## config.mk

```make
export PLATFORM = sky130hd
export DESIGN_NAME = silife_evolver_flat
export DESIGN_NICKNAME = d
export VERILOG_FILES = /design/src/rtl/silife_pkg.sv /design/src/rtl/silife_evolver_if.sv /design/src/rtl/silife_rule.sv /design/src/rtl/silife_evolver.sv /design/src/flat_wrapper.sv
export SDC_FILE = /design/constraint.sdc
export NUM_CORES = 1
export LEC_CHECK = 0
export BUFFER_PORTS_ARGS = -buffer_cell sky130_fd_sc_hd__buf_2
export CORE_MARGIN = 10
export CORE_UTILIZATION = 69
export DETAILED_ROUTE_END_ITERATION = 7
export GPL_TIMING_DRIVEN = 0
export PLACE_DENSITY = 0.87
export SYNTH_ARGS = -nofsm -noshare
export SYNTH_HDL_FRONTEND = slang
export SYNTH_HIERARCHICAL = 1
export SYNTH_SLANG_ARGS = --single-unit
```

## constraint.sdc

```tcl
create_clock -name clk -period 17 [get_ports clk]
set_input_delay 2.55 -clock clk [delete_from_list [all_inputs] [get_ports clk]]
set_output_delay 2.55 -clock clk [all_outputs]
set_load 0.02 [all_outputs]
```

## src/rtl/silife_pkg.sv

```systemverilog
// silife_pkg -- shared constants and types for the SILIFE evolver.
//   SILIFE_ROWS : grid height (rows), fixed at 32
//   SILIFE_COLS : grid width (cells per row), fixed at 8
//   state_t     : generation FSM states
// Optional feature macro used by the design files: SILIFE_WRAP_EN.
package silife_pkg;

  localparam int SILIFE_ROWS = 32;
  localparam int SILIFE_COLS = 8;

  typedef enum logic [1:0] {
    IDLE = 2'd0,
    PREP = 2'd1,
    COMP = 2'd2
  } state_t;

endpackage

```

## src/rtl/silife_evolver_if.sv

```systemverilog
// silife_evolver_if -- pattern-source / readout bus of the evolver.
//   en, wr_en, row_select, cells, step, rd_row : driven by the master
//   rd_cells, busy, gen_count, wr_drop         : driven by the evolver (slave)
interface silife_evolver_if;
  import silife_pkg::*;

  logic                   en;
  logic                   wr_en;
  logic [4:0]             row_select;
  logic [SILIFE_COLS-1:0] cells;
  logic                   step;
  logic [4:0]             rd_row;
  logic [SILIFE_COLS-1:0] rd_cells;
  logic                   busy;
  logic [15:0]            gen_count;
  logic                   wr_drop;

  modport master (
    output en, wr_en, row_select, cells, step, rd_row,
    input  rd_cells, busy, gen_count, wr_drop
  );

  modport slave (
    input  en, wr_en, row_select, cells, step, rd_row,
    output rd_cells, busy, gen_count, wr_drop
  );

endinterface

```

## src/rtl/silife_rule.sv

```systemverilog
// silife_rule -- combinational Life rule for one 8-cell row.
//   prev_i : row above the row being updated
//   cur_i  : row being updated
//   next_i : row below the row being updated
//   row_o  : next-generation value of cur_i
// SILIFE_WRAP_EN defined: columns 0 and 7 are neighbours; otherwise the
// columns outside 0..7 read as dead.
module silife_rule
  import silife_pkg::*;
(
  input  logic [SILIFE_COLS-1:0] prev_i,
  input  logic [SILIFE_COLS-1:0] cur_i,
  input  logic [SILIFE_COLS-1:0] next_i,
  output logic [SILIFE_COLS-1:0] row_o
);

  // Pad a row with one guard column on each side: bit 0 is column -1,
  // bit 9 is column 8, bit c+1 is column c.
  function automatic logic [SILIFE_COLS+1:0] extend(input logic [SILIFE_COLS-1:0] row);
`ifdef SILIFE_WRAP_EN
    extend = {row[0], row, row[SILIFE_COLS-1]};
`else
    extend = {1'b0, row, 1'b0};
`endif
  endfunction

  // Number of live neighbours of column col, using padded rows.
  function automatic logic [3:0] nb_count(input logic [SILIFE_COLS+1:0] p,
                                          input logic [SILIFE_COLS+1:0] c,
                                          input logic [SILIFE_COLS+1:0] n,
                                          input int col);
    nb_count = {3'b000, p[col]} + {3'b000, p[col+1]} + {3'b000, p[col+2]}
             + {3'b000, c[col]}                      + {3'b000, c[col+2]}
             + {3'b000, n[col]} + {3'b000, n[col+1]} + {3'b000, n[col+2]};
  endfunction

  logic [SILIFE_COLS+1:0] prev_x_s;
  logic [SILIFE_COLS+1:0] cur_x_s;
  logic [SILIFE_COLS+1:0] next_x_s;

  assign prev_x_s = extend(prev_i);
  assign cur_x_s  = extend(cur_i);
  assign next_x_s = extend(next_i);

  // Birth on exactly 3 neighbours, survival on 2 or 3.
  always_comb begin
    row_o = {SILIFE_COLS{1'b0}};
    for (int col = 0; col < SILIFE_COLS; col++) begin
      row_o[col] = (nb_count(prev_x_s, cur_x_s, next_x_s, col) == 4'd3) ||
                   (cur_i[col] && (nb_count(prev_x_s, cur_x_s, next_x_s, col) == 4'd2));
    end
  end

endmodule

```

## src/rtl/silife_evolver.sv

```systemverilog
// silife_evolver -- 32x8 Game of Life grid with row loader and in-place
// row-serial generation engine (one row per cycle).
//   clk   : clock, all state changes on the rising edge
//   rst_n : synchronous active-low reset (dominates en)
//   bus   : silife_evolver_if.slave -- load/step/readout handshake
// SILIFE_WRAP_EN defined: toroidal grid (rows 0/31 and columns 0/7 adjacent);
// undefined: dead boundary on all edges.
module silife_evolver
  import silife_pkg::*;
#(
  parameter int ROWS = SILIFE_ROWS,
  parameter int COLS = SILIFE_COLS
) (
  input  logic            clk,
  input  logic            rst_n,
  silife_evolver_if.slave bus
);

  localparam logic [4:0] LAST_ROW = 5'(ROWS - 1);

  state_t            state_q;
  logic [COLS-1:0]   grid_q [ROWS];
  logic [4:0]        r_q;
  logic [COLS-1:0]   prev_q;
`ifdef SILIFE_WRAP_EN
  logic [COLS-1:0]   first_q;
`endif
  logic              busy_q;
  logic              wr_drop_q;
  logic [15:0]       gen_count_q;

  logic [COLS-1:0]   cur_s;
  logic [COLS-1:0]   next_s;
  logic [COLS-1:0]   new_row_s;

  // Rows feeding the rule. The row below the last row is the original row 0
  // (latched before row 0 was overwritten), or dead without wrap.
  always_comb begin
    cur_s = grid_q[r_q];
    if (r_q == LAST_ROW) begin
`ifdef SILIFE_WRAP_EN
      next_s = first_q;
`else
      next_s = {COLS{1'b0}};
`endif
    end else begin
      next_s = grid_q[r_q + 5'd1];
    end
  end

  silife_rule u_rule (
    .prev_i (prev_q),
    .cur_i  (cur_s),
    .next_i (next_s),
    .row_o  (new_row_s)
  );

  // Generation FSM, grid storage, loader and status flags.
  always_ff @(posedge clk) begin
    if (!rst_n) begin
      state_q     <= IDLE;
      busy_q      <= 1'b0;
      r_q         <= 5'd0;
      prev_q      <= {COLS{1'b0}};
`ifdef SILIFE_WRAP_EN
      first_q     <= {COLS{1'b0}};
`endif
      gen_count_q <= 16'd0;
      wr_drop_q   <= 1'b0;
      for (int i = 0; i < ROWS; i++) begin
        grid_q[i] <= {COLS{1'b0}};
      end
    end else if (bus.en) begin
      // Loads only land while idle; a load during a generation is flagged.
      if (bus.wr_en) begin
        if (busy_q) begin
          wr_drop_q <= 1'b1;
        end else begin
          grid_q[bus.row_select] <= bus.cells;
        end
      end

      case (state_q)
        IDLE: begin
          // A simultaneous load wins; the step is discarded.
          if (bus.step && !bus.wr_en) begin
            state_q <= PREP;
            busy_q  <= 1'b1;
          end
        end
        PREP: begin
`ifdef SILIFE_WRAP_EN
          first_q <= grid_q[0];
          prev_q  <= grid_q[ROWS-1];
`else
          prev_q  <= {COLS{1'b0}};
`endif
          r_q     <= 5'd0;
          state_q <= COMP;
        end
        COMP: begin
          // In-place update is safe: prev_q keeps the old copy of the row above.
          grid_q[r_q] <= new_row_s;
          prev_q      <= cur_s;
          r_q         <= r_q + 5'd1;
          if (r_q == LAST_ROW) begin
            state_q     <= IDLE;
            busy_q      <= 1'b0;
            gen_count_q <= gen_count_q + 16'd1;
          end
        end
        default: begin
          state_q <= IDLE;
          busy_q  <= 1'b0;
        end
      endcase
    end
  end

  assign bus.rd_cells  = grid_q[bus.rd_row];
  assign bus.busy      = busy_q;
  assign bus.gen_count = gen_count_q;
  assign bus.wr_drop   = wr_drop_q;

endmodule

```

## src/flat_wrapper.sv

```systemverilog
// flat-port wrapper written by rule: the top's interface ports become plain ports
module silife_evolver_flat import silife_pkg::*;
#(
  parameter int ROWS = SILIFE_ROWS,
  parameter int COLS = SILIFE_COLS
)
  (clk, rst_n, bus_en, bus_wr_en, bus_row_select, bus_cells, bus_step, bus_rd_row, bus_rd_cells, bus_busy, bus_gen_count, bus_wr_drop);
  silife_evolver_if bus_i ();
  input  logic clk;
  input  logic rst_n;
  input wire logic [$bits(bus_i.en)-1:0] bus_en;
  input wire logic [$bits(bus_i.wr_en)-1:0] bus_wr_en;
  input wire logic [$bits(bus_i.row_select)-1:0] bus_row_select;
  input wire logic [$bits(bus_i.cells)-1:0] bus_cells;
  input wire logic [$bits(bus_i.step)-1:0] bus_step;
  input wire logic [$bits(bus_i.rd_row)-1:0] bus_rd_row;
  output wire logic [$bits(bus_i.rd_cells)-1:0] bus_rd_cells;
  output wire logic [$bits(bus_i.busy)-1:0] bus_busy;
  output wire logic [$bits(bus_i.gen_count)-1:0] bus_gen_count;
  output wire logic [$bits(bus_i.wr_drop)-1:0] bus_wr_drop;
  assign bus_i.en = bus_en;
  assign bus_i.wr_en = bus_wr_en;
  assign bus_i.row_select = bus_row_select;
  assign bus_i.cells = bus_cells;
  assign bus_i.step = bus_step;
  assign bus_i.rd_row = bus_rd_row;
  assign bus_rd_cells = bus_i.rd_cells;
  assign bus_busy = bus_i.busy;
  assign bus_gen_count = bus_i.gen_count;
  assign bus_wr_drop = bus_i.wr_drop;
  silife_evolver #(.ROWS(ROWS), .COLS(COLS)) u_core (.clk(clk), .rst_n(rst_n), .bus(bus_i));
endmodule
```

==> metrics.md, run 1 <==
| Metric | Value |
|---|---|
| Top cells by area, synth | `edfxtp_1 38%, mux4_2 15%, a22o_1 11%` |
| Async set or reset register ratio after synthesis | `0` |
| Pre-CTS WS | `7.86 ns` |
| DRC | `24` |
| Count of state elements after synthesis | `294` |
| Hold Path Class | `reg -> reg` |
| Layout Nets | `1,682` |
| PostCTS Resize Cnt | `0` |
| Root buffer cell | `clkbuf_16` |
| Inst Count DP | `1,951` |
| Post-synth top area share | `0.382` |
| Syn Inst Count | `1,525` |
| RSZ-0062 raised after global routing | `no` |
| Finished Layout Cells | `2,009` |
| Clock slew at reported path FFs | `0.07 ns` |
| Die width | `191 µm` |
| Overall power | `1750 µW` |
| Period minus WS final | `9.93 ns` |
| Total CTS buffers | `31` |
| Port Buffers | `39` |
| Setup crit end kind | `register` |
| Syn Nets | `1,607` |
| WP data arrival | `10.34 ns` |
| DR vias | `17,200` |
| Final Wtd Congestion | `1.11` |
| Final setup fails | `0` |
| Skew final | `0.00975 ns` |
| Placed cell area | `0.0208 mm²` |
| CP startpoint kind | `register` |
| Hold_buf cts | `0` |
| Fin. max-slew vios | `16` |
| FP Rows | `62` |
| Antenna violations before repair | `4` |
| Dpl hpwl | `57,900 µm` |
| Maxcap violations | `3` |
| Core area | `0.0288 mm²` |
| Setup TNS | `0 ns` |
| Clock Latency Late Sink | `0.58 ns` |
| H-tree levels | `1` |
| Vias/cell | `8.55` |
| Synth warnings | `6` |
| Final hold vios | `0` |
| Die height | `191 µm` |
| WS Path Type | `reg -> reg` |
| Mapped Area | `0.0201 mm²` |
| DRT iter0 DRCs | `3,609` |
| Drt first pass iters | `8` |
| Clk sinks | `294` |
| Initial core utilization | `0.699` |
| Endpoint required time on the critical path | `17.41 ns` |
| Largest net degree at the start of global routing | `16` |
| Routed WL per cell | `39.5 µm` |
| Ys flop type | `edfxtp_1` |
| Max clock buf depth | `3` |
| Die ar. | `0.0364 mm²` |
| F_max | `0.101 GHz` |
| VDD IR-drop max | `0.0903 mV` |
| Vias in the first global route | `16,400` |
| Tcrit/Tclk final | `0.584` |
| Routed wire length | `79,300 µm` |
| First-pass GRT wire length | `112,000 µm` |
| IO Count | `49` |
| Final instance area | `0.0218 mm²` |
| CTS tree | `built` |
| Yosys cell types | `56` |
| CP Max Fanout | `10` |
| Status | `complete, but fails checks` |
| Setup bufs post-CTS | `0` |
| Slew margin rel. | `-0.141` |
| DRT antenna net count | `0` |
| Overflow after GRT | `0` |
| Worst slew pin tran | `1.71 ns` |
| Mean post-synth cell area | `13.2 µm²` |
| Layout cells sized above 1 | `0.183` |
| Post-route setup slack | `7.07 ns` |
| Syn-to-layout area delta | `8.50%` |
| Pwr Density | `80.0 mW/mm²` |
| GR Util All Layers | `0.428` |
| Leak | `0.00738 µW` |
| Sequential area share after synthesis | `0.420` |
| Failing checks | `design-rule violations, max-capacitance violations, max-slew violations` |
| Post-synth EDFFs | `256` |
| # fillers | `1,749` |
| Cell taking the most area after synthesis | `edfxtp_1` |
## registers in the layout, indices dropped and copies added (netlist names), named ones only
name and count:
u_core/bus.busy 1, u_core/bus.gen_count 16, u_core/bus.wr_drop 1, u_core/grid_q 256, u_core/prev_q 8, u_core/r_q 5
u_core/state_q 2
## cells by family after synthesis
group                      share of synthesized area
AOI/OAI and AO/OA                              0.174
muxes                                          0.246
DFF                                            0.420
and+or+nand+nor                               0.0620
buffers and inverters                         0.0442
adders and majority gates                     0.0471
xor gates and xnor gates                     0.00733
## layout make-up
type                       count  area (µm²)  area share
multi-input combinational   1030       10800       0.495
sequential                   294        8450       0.387
clock buffer                  36         805      0.0368
buffer                       149         694      0.0318
tap                          384         480      0.0220
timing repair buffer          42         215     0.00985
clock inverter                21         196     0.00899
inverter                      52         195     0.00894
antenna                        1        2.50    0.000115
## per-layer routing
layer	vias to the layer above	GRT usage	part of all wire
li1	6453	-	-
met1	8232	0.513	0.31
met2	1983	0.617	0.42
met3	508	0.213	0.19
met4	4	0.243	0.083
met5	-	0	0.00034
## placed cells by master (no fill, tap or decap), types with 44 or more instances in the layout
cell type  Yosys  layout
a22o_1       264     264
mux2i_1      138     138
buf_2         32      73
a21oi_1       44      44
a22oi_1       64      64
inv_1         52      52
clkbuf_1      97     101
nor2_1        45      45
edfxtp_1     256     256
mux4_2       136     136
## worst paths after layout
kind                            startpoint                        endpoint  slack [ns]  cells past startpoint
max             u_core/r_q[0]$_SDFFE_PN0P_  u_core/grid_q[12][4]$_DFFE_PP_        7.07                     22
min          u_core/prev_q[7]$_SDFFE_PN0P_   u_core/prev_q[7]$_SDFFE_PN0P_        0.50                      1
max reg2reg     u_core/r_q[0]$_SDFFE_PN0P_  u_core/grid_q[12][4]$_DFFE_PP_        7.07                     22
min reg2reg  u_core/prev_q[7]$_SDFFE_PN0P_   u_core/prev_q[7]$_SDFFE_PN0P_        0.50                      1
## worst max-delay path, cell delays in order (launching register included)
cell and delay, ns:
dfxtp_1 0.69, buf_2 0.41, buf_6 0.25, clkbuf_1 0.87, inv_1 0.18, ha_1 0.37
buf_6 0.22, buf_12 0.19, buf_12 0.18, buf_4 0.32, mux4_2 0.29, mux2i_1 0.14
a2111oi_0 1.20, inv_1 0.36, fa_1 0.58, fa_1 0.49, inv_1 0.05, ha_1 0.22
fa_1 0.47, or2_0 0.23, a21oi_1 0.94, clkbuf_1 0.69, a22o_1 0.34
## cell usage after synthesis (2+ instances only)
| cell type | n |
|---|---|
| nor2b_1 | 17 |
| and3_1 | 10 |
| o21ai_1 | 3 |
| mux2_2 | 8 |
| nand2_1 | 38 |
| a22o_1 | 264 |
| and2_1 | 17 |
| nand2b_1 | 4 |
| fa_1 | 28 |
| clkbuf_1 | 97 |
| a31oi_1 | 2 |
| or3b_1 | 3 |
| mux4_2 | 136 |
| o21ai_0 | 7 |
| nor3_1 | 20 |
| buf_6 | 4 |
| nor4_1 | 9 |
| or3_1 | 5 |
| or2_1 | 4 |
| xor2_1 | 4 |
| buf_4 | 3 |
| nand3b_1 | 7 |
| nor3_2 | 17 |
| a22oi_1 | 64 |
| a21oi_1 | 44 |
| ha_1 | 31 |
| nor3b_1 | 2 |
| a21boi_0 | 3 |
| o221ai_1 | 32 |
| a2111oi_0 | 6 |
| a21boi_1 | 2 |
| nand3_1 | 13 |
| buf_2 | 32 |
| or2_2 | 2 |
| mux2i_1 | 138 |
| buf_12 | 3 |
| mux4_1 | 15 |
| dfxtp_1 | 38 |
| nor2_1 | 45 |
| inv_1 | 52 |
| buf_1 | 9 |
| edfxtp_1 | 256 |
| nand4_1 | 8 |
| xnor2_1 | 11 |
## power by group
part	internal [µW]	switching [µW]
Combinational	74.2	159
Clock	384	296
Sequential	809	24.8
## metrics by stage
step                      hold WS [ns]  utilization
final                            0.501        0.759
after global routing             0.540        0.759
after CTS                        0.501        0.759
after detailed placement         0.478        0.724
after global placement           0.455        0.723
after floorplan                  0.442            -
Note: power is estimated with default switching activity, not from simulation.
==> run 2: changes to the inputs <==
--- a/config.mk
+++ b/config.mk
@@ -7,10 +7,10 @@
 export LEC_CHECK = 0
 export BUFFER_PORTS_ARGS = -buffer_cell sky130_fd_sc_hd__buf_2
 export CORE_MARGIN = 10
-export CORE_UTILIZATION = 69
+export CORE_UTILIZATION = 58
 export DETAILED_ROUTE_END_ITERATION = 7
 export GPL_TIMING_DRIVEN = 0
-export PLACE_DENSITY = 0.87
+export PLACE_DENSITY = 0.78
 export SYNTH_ARGS = -nofsm -noshare
 export SYNTH_HDL_FRONTEND = slang
 export SYNTH_HIERARCHICAL = 1
==> constraint.sdc (replaced) <==
create_clock -name clk -period 8.5 [get_ports clk]
set_input_delay 1.275 -clock clk [delete_from_list [all_inputs] [get_ports clk]]
set_output_delay 1.275 -clock clk [all_outputs]
set_load 0.02 [all_outputs]
==> run 2 against run 1 <==
Against the previous run: the flow finishes with violations (max-capacitance violations, max-slew violations, negative setup slack); flip-flop and latch count stayed put; clock power is 110% higher; combinational power is 100% higher; cell count is 4.0% higher; die area is 17% higher; total power is 100% higher; first-iteration DRC count is 3.3% lower; clock-buffer cell count is 13 higher; utilization is 12 points lower; clock skew is 0.015 ns higher; global-route usage is 5.3 points lower.
==> metrics.md, run 2 (synthesized netlist as in run 1, its figures left out) <==
| Metric | Value |
|---|---|
| Status | `complete, but fails checks` |
| Failing checks | `max-capacitance violations, max-slew violations, negative setup slack` |
| Tcrit/Tclk final | `1.01 (+0.428)` |
| Setup bufs post-CTS | `0 (unchanged)` |
| Commonest cells after routing, fill and taps aside | `264 x a22o_1, 256 x edfxtp_1, 138 x mux2i_1, 136 x mux4_2, 104 x clkbuf_1` |
| CTS tree | `built` |
| Net Switching | `988 µW (+110%)` |
| Fin. max-slew vios | `9 (-7)` |
| DRC | `0 (-100%)` |
| IO Count | `49 (unchanged)` |
| F_max | `0.116 GHz (+15%)` |
| Reg-to-Reg Start | `u_core/r_q[0]$_SDFFE_PN0P_` |
| Leak | `0.00746 µW (+1.1%)` |
| GR Util All Layers | `0.376 (-0.0527)` |
| Most numerous cell on the critical path | `fa_1` |
| Antenna violations before repair | `2 (-2)` |
| Largest register by flop count | `u_core/grid_q` |
| Clock Latency Late Sink | `0.55 ns (-0.03 ns)` |
| Slowest cell on crit path | `nor3_1` |
| Drt first pass iters | `6 (-2)` |
| Root buffer cell | `clkbuf_16` |
| First-pass GRT wire length | `113,000 µm (+0.74%)` |
| DRT iter0 DRCs | `3,489 (-3.3%)` |
| Worst Reg-to-Reg Cells | `21 (-4.5%)` |
| Hold_buf cts | `0 (unchanged)` |
| Crit-path max cell delay | `1.14 ns (-0.06 ns)` |
| Die width | `206 µm (+8.1%)` |
| R2R Setup Slk | `-0.11 ns (-7.17 ns)` |
| Worst slew pin tran | `1.53 ns (-0.177 ns)` |
| Syn-to-layout area delta | `9.55%` |
| Final hold slack | `0.485 ns (-0.0151 ns)` |
| Max clock buf depth | `3 (unchanged)` |
| Sequential power share | `0.470 (-0.008)` |
| VDD IR-drop max | `0.129 mV (+43%)` |
| Endpoint required time on the critical path | `8.90 ns (-8.51 ns)` |
| Hold Path Class | `reg -> reg` |
| Clock slew at reported path FFs | `0.06 ns (about the same)` |
| Sw frac | `0.277 (+0.00250)` |
| Initial core utilization | `0.586 (-0.114)` |
| Vias in the first global route | `15,700 (-4.0%)` |
| Overflow after GRT | `0 (unchanged)` |
| Pwr Density | `162 mW/mm² (+100%)` |
| Final setup fails | `31 (+31)` |
| Maxcap violations | `1 (-2)` |
| Die height | `206 µm (+8.1%)` |
| Slew margin rel. | `-0.0204 (+0.120)` |
| Hold Path End | `u_core/prev_q[7]$_SDFFE_PN0P_` |
| Layout cells sized above 1 | `0.190 (+0.00657)` |
| # fillers | `2,596 (+48%)` |
| DRT antenna net count | `0 (unchanged)` |
| Largest net degree at the start of global routing | `14 (-2)` |
| PostCTS Resize Cnt | `2 (+2)` |
| RR Endpoint | `u_core/grid_q[13][1]$_DFFE_PP_` |
| Combinational fraction of design power | `0.132 (about the same)` |
| Inst Count DP | `2,023 (+3.7%)` |
| WP data arrival | `9.00 ns (-1.34 ns)` |
| Vias/cell | `8.06 (-5.7%)` |
| Overall power | `3570 µW (+100%)` |
| Die ar. | `0.0426 mm² (+17%)` |
| Post-route setup slack | `-0.105 ns (-7.17 ns)` |
| H-tree levels | `2 (+1)` |
| Worst setup startpoint | `u_core/r_q[0]$_SDFFE_PN0P_` |
| DR vias | `16,800 (-2.0%)` |
| Hold Crit Depth | `1 (unchanged)` |
| Min-delay src | `u_core/prev_q[7]$_SDFFE_PN0P_` |
| CP cell instances | `buf_2 > buf_6 > clkbuf_2 > inv_1 > ha_1 > buf_6 > buf_12 > buf_12 > buf_6 > mux4_2 > mux2i_1 > a2111oi_1 > clkdlybuf4s18_2 > fa_1 > fa_1 > fa_1 > inv_1 > fa_1 > nor3_1 > clkbuf_1 > a22o_1` |
| Clk sinks | `294 (unchanged)` |
| CP startpoint kind | `register` |
| Clock Power Share | `0.398 (+0.009)` |
| FP Rows | `68 (+9.7%)` |
| WS Path Type | `reg -> reg` |
| Final core occ | `0.642 (-0.117)` |
| CP Max Fanout | `10 (unchanged)` |
| Max reg flops | `256 (unchanged)` |
| Period minus WS final | `8.61 ns (-1.33 ns)` |
| Skew final | `0.0245 ns (+0.0148 ns)` |
| Core area | `0.0344 mm² (+19%)` |
| Final Wtd Congestion | `1.08 (-2.7%)` |
| Setup crit end kind | `register` |
| Routed WL per cell | `38.7 µm (-2.0%)` |
| Port Buffers | `39 (unchanged)` |
| Dpl hpwl | `60,500 µm (+4.4%)` |
| Setup TNS | `-1.45 ns (-1.45 ns)` |
| RSZ-0062 raised after global routing | `no` |
| Layout Nets | `1,688 (+0.36%)` |
| Total CTS buffers | `34 (+9.7%)` |
| Finished Layout Cells | `2,089 (+4.0%)` |
| Most common cell after layout, fill and taps aside | `a22o_1` |
| Final hold vios | `0 (unchanged)` |
| Routed wire length | `80,800 µm (+1.9%)` |
| Pint | `2580 µW (+100%)` |
## run 2: cell types whose count changed in the layout (fill, tap and decap cells not counted), moves of 2 or more
cell        previous run  this run
clkinv_4               3         0
clkinv_2               4         7
a21oi_1               44        42
clkinvlp_4             5         0
buf_4                  3         5
clkbuf_16             31        34
clkbuf_8               1         7
clkbuf_1             101       104
a21oi_2                0         2
bufinv_16              3         0
clkinv_1               6         2
diode_2                1         3
## run 2: worst max path at each step
stage | to | slack (ns) | depth (start not counted)
after global placement | u_core/grid_q[17][2]$_DFFE_PP_ | -1.0 | 22
final | u_core/grid_q[13][1]$_DFFE_PP_ | -0.11 | 21
after floorplan | u_core/grid_q[13][2]$_DFFE_PP_ | 2.23 | 23
after CTS | u_core/grid_q[8][4]$_DFFE_PP_ | 0.13 | 22
after global routing | u_core/grid_q[13][4]$_DFFE_PP_ | 0.08 | 22
after detailed placement | u_core/grid_q[8][4]$_DFFE_PP_ | -0.47 | 22
## run 2: final cells by class
class,count,area (µm²),share of cell area
multi-input cells,1030,10800,0.491
flip-flops and latches,294,8450,0.383
clock buffers,49,977,0.0443
plain buffers,149,696,0.0315
well taps,455,569,0.0258
repair buffers,45,235,0.0107
inverters,52,195,0.00885
clock inverters,12,101,0.00460
diodes,3,7.51,0.000340
## run 2: per-stage QoR
stage	setup slack, ns	area (µm²)
after global routing	0.0759	22000
after global placement	-0.997	20900
after CTS	0.131	22000
final	-0.105	22100
after floorplan	2.23	20100
after detailed placement	-0.468	20900
## run 2: worst max-delay path, delay by kind of cell, from the launching register on
family | cells | cell delay, ns
AO/OA/AOI/OAI | 2 | 0.38
adder cells (fa/ha/maj) | 5 | 2.15
buffers and inverters | 11 | 3.23
flip-flops | 1 | 0.72
multiplexers | 2 | 0.78
AND/OR/NAND/NOR | 1 | 1.14
## run 2: metal layers
metal  up-vias  GRT usage  share of wire
li1       6470          -              -
met1      8253      0.487           0.34
met2      1732      0.532           0.41
met3       384      0.137           0.17
met4         2      0.220          0.076
met5         -          0        0.00061
## run 2: power groups by stage
stage | clock (µW) | combinational (µW) | sequential (µW)
3_5_place_dp | 0 | 437 | 1700
6_report | 1420 | 471 | 1680
4_1_cts | 1420 | 441 | 1670
5_1_grt | 1480 | 475 | 1680
2_1_floorplan | 0 | 269 | 1670
3_3_place_gp | 0 | 432 | 1690
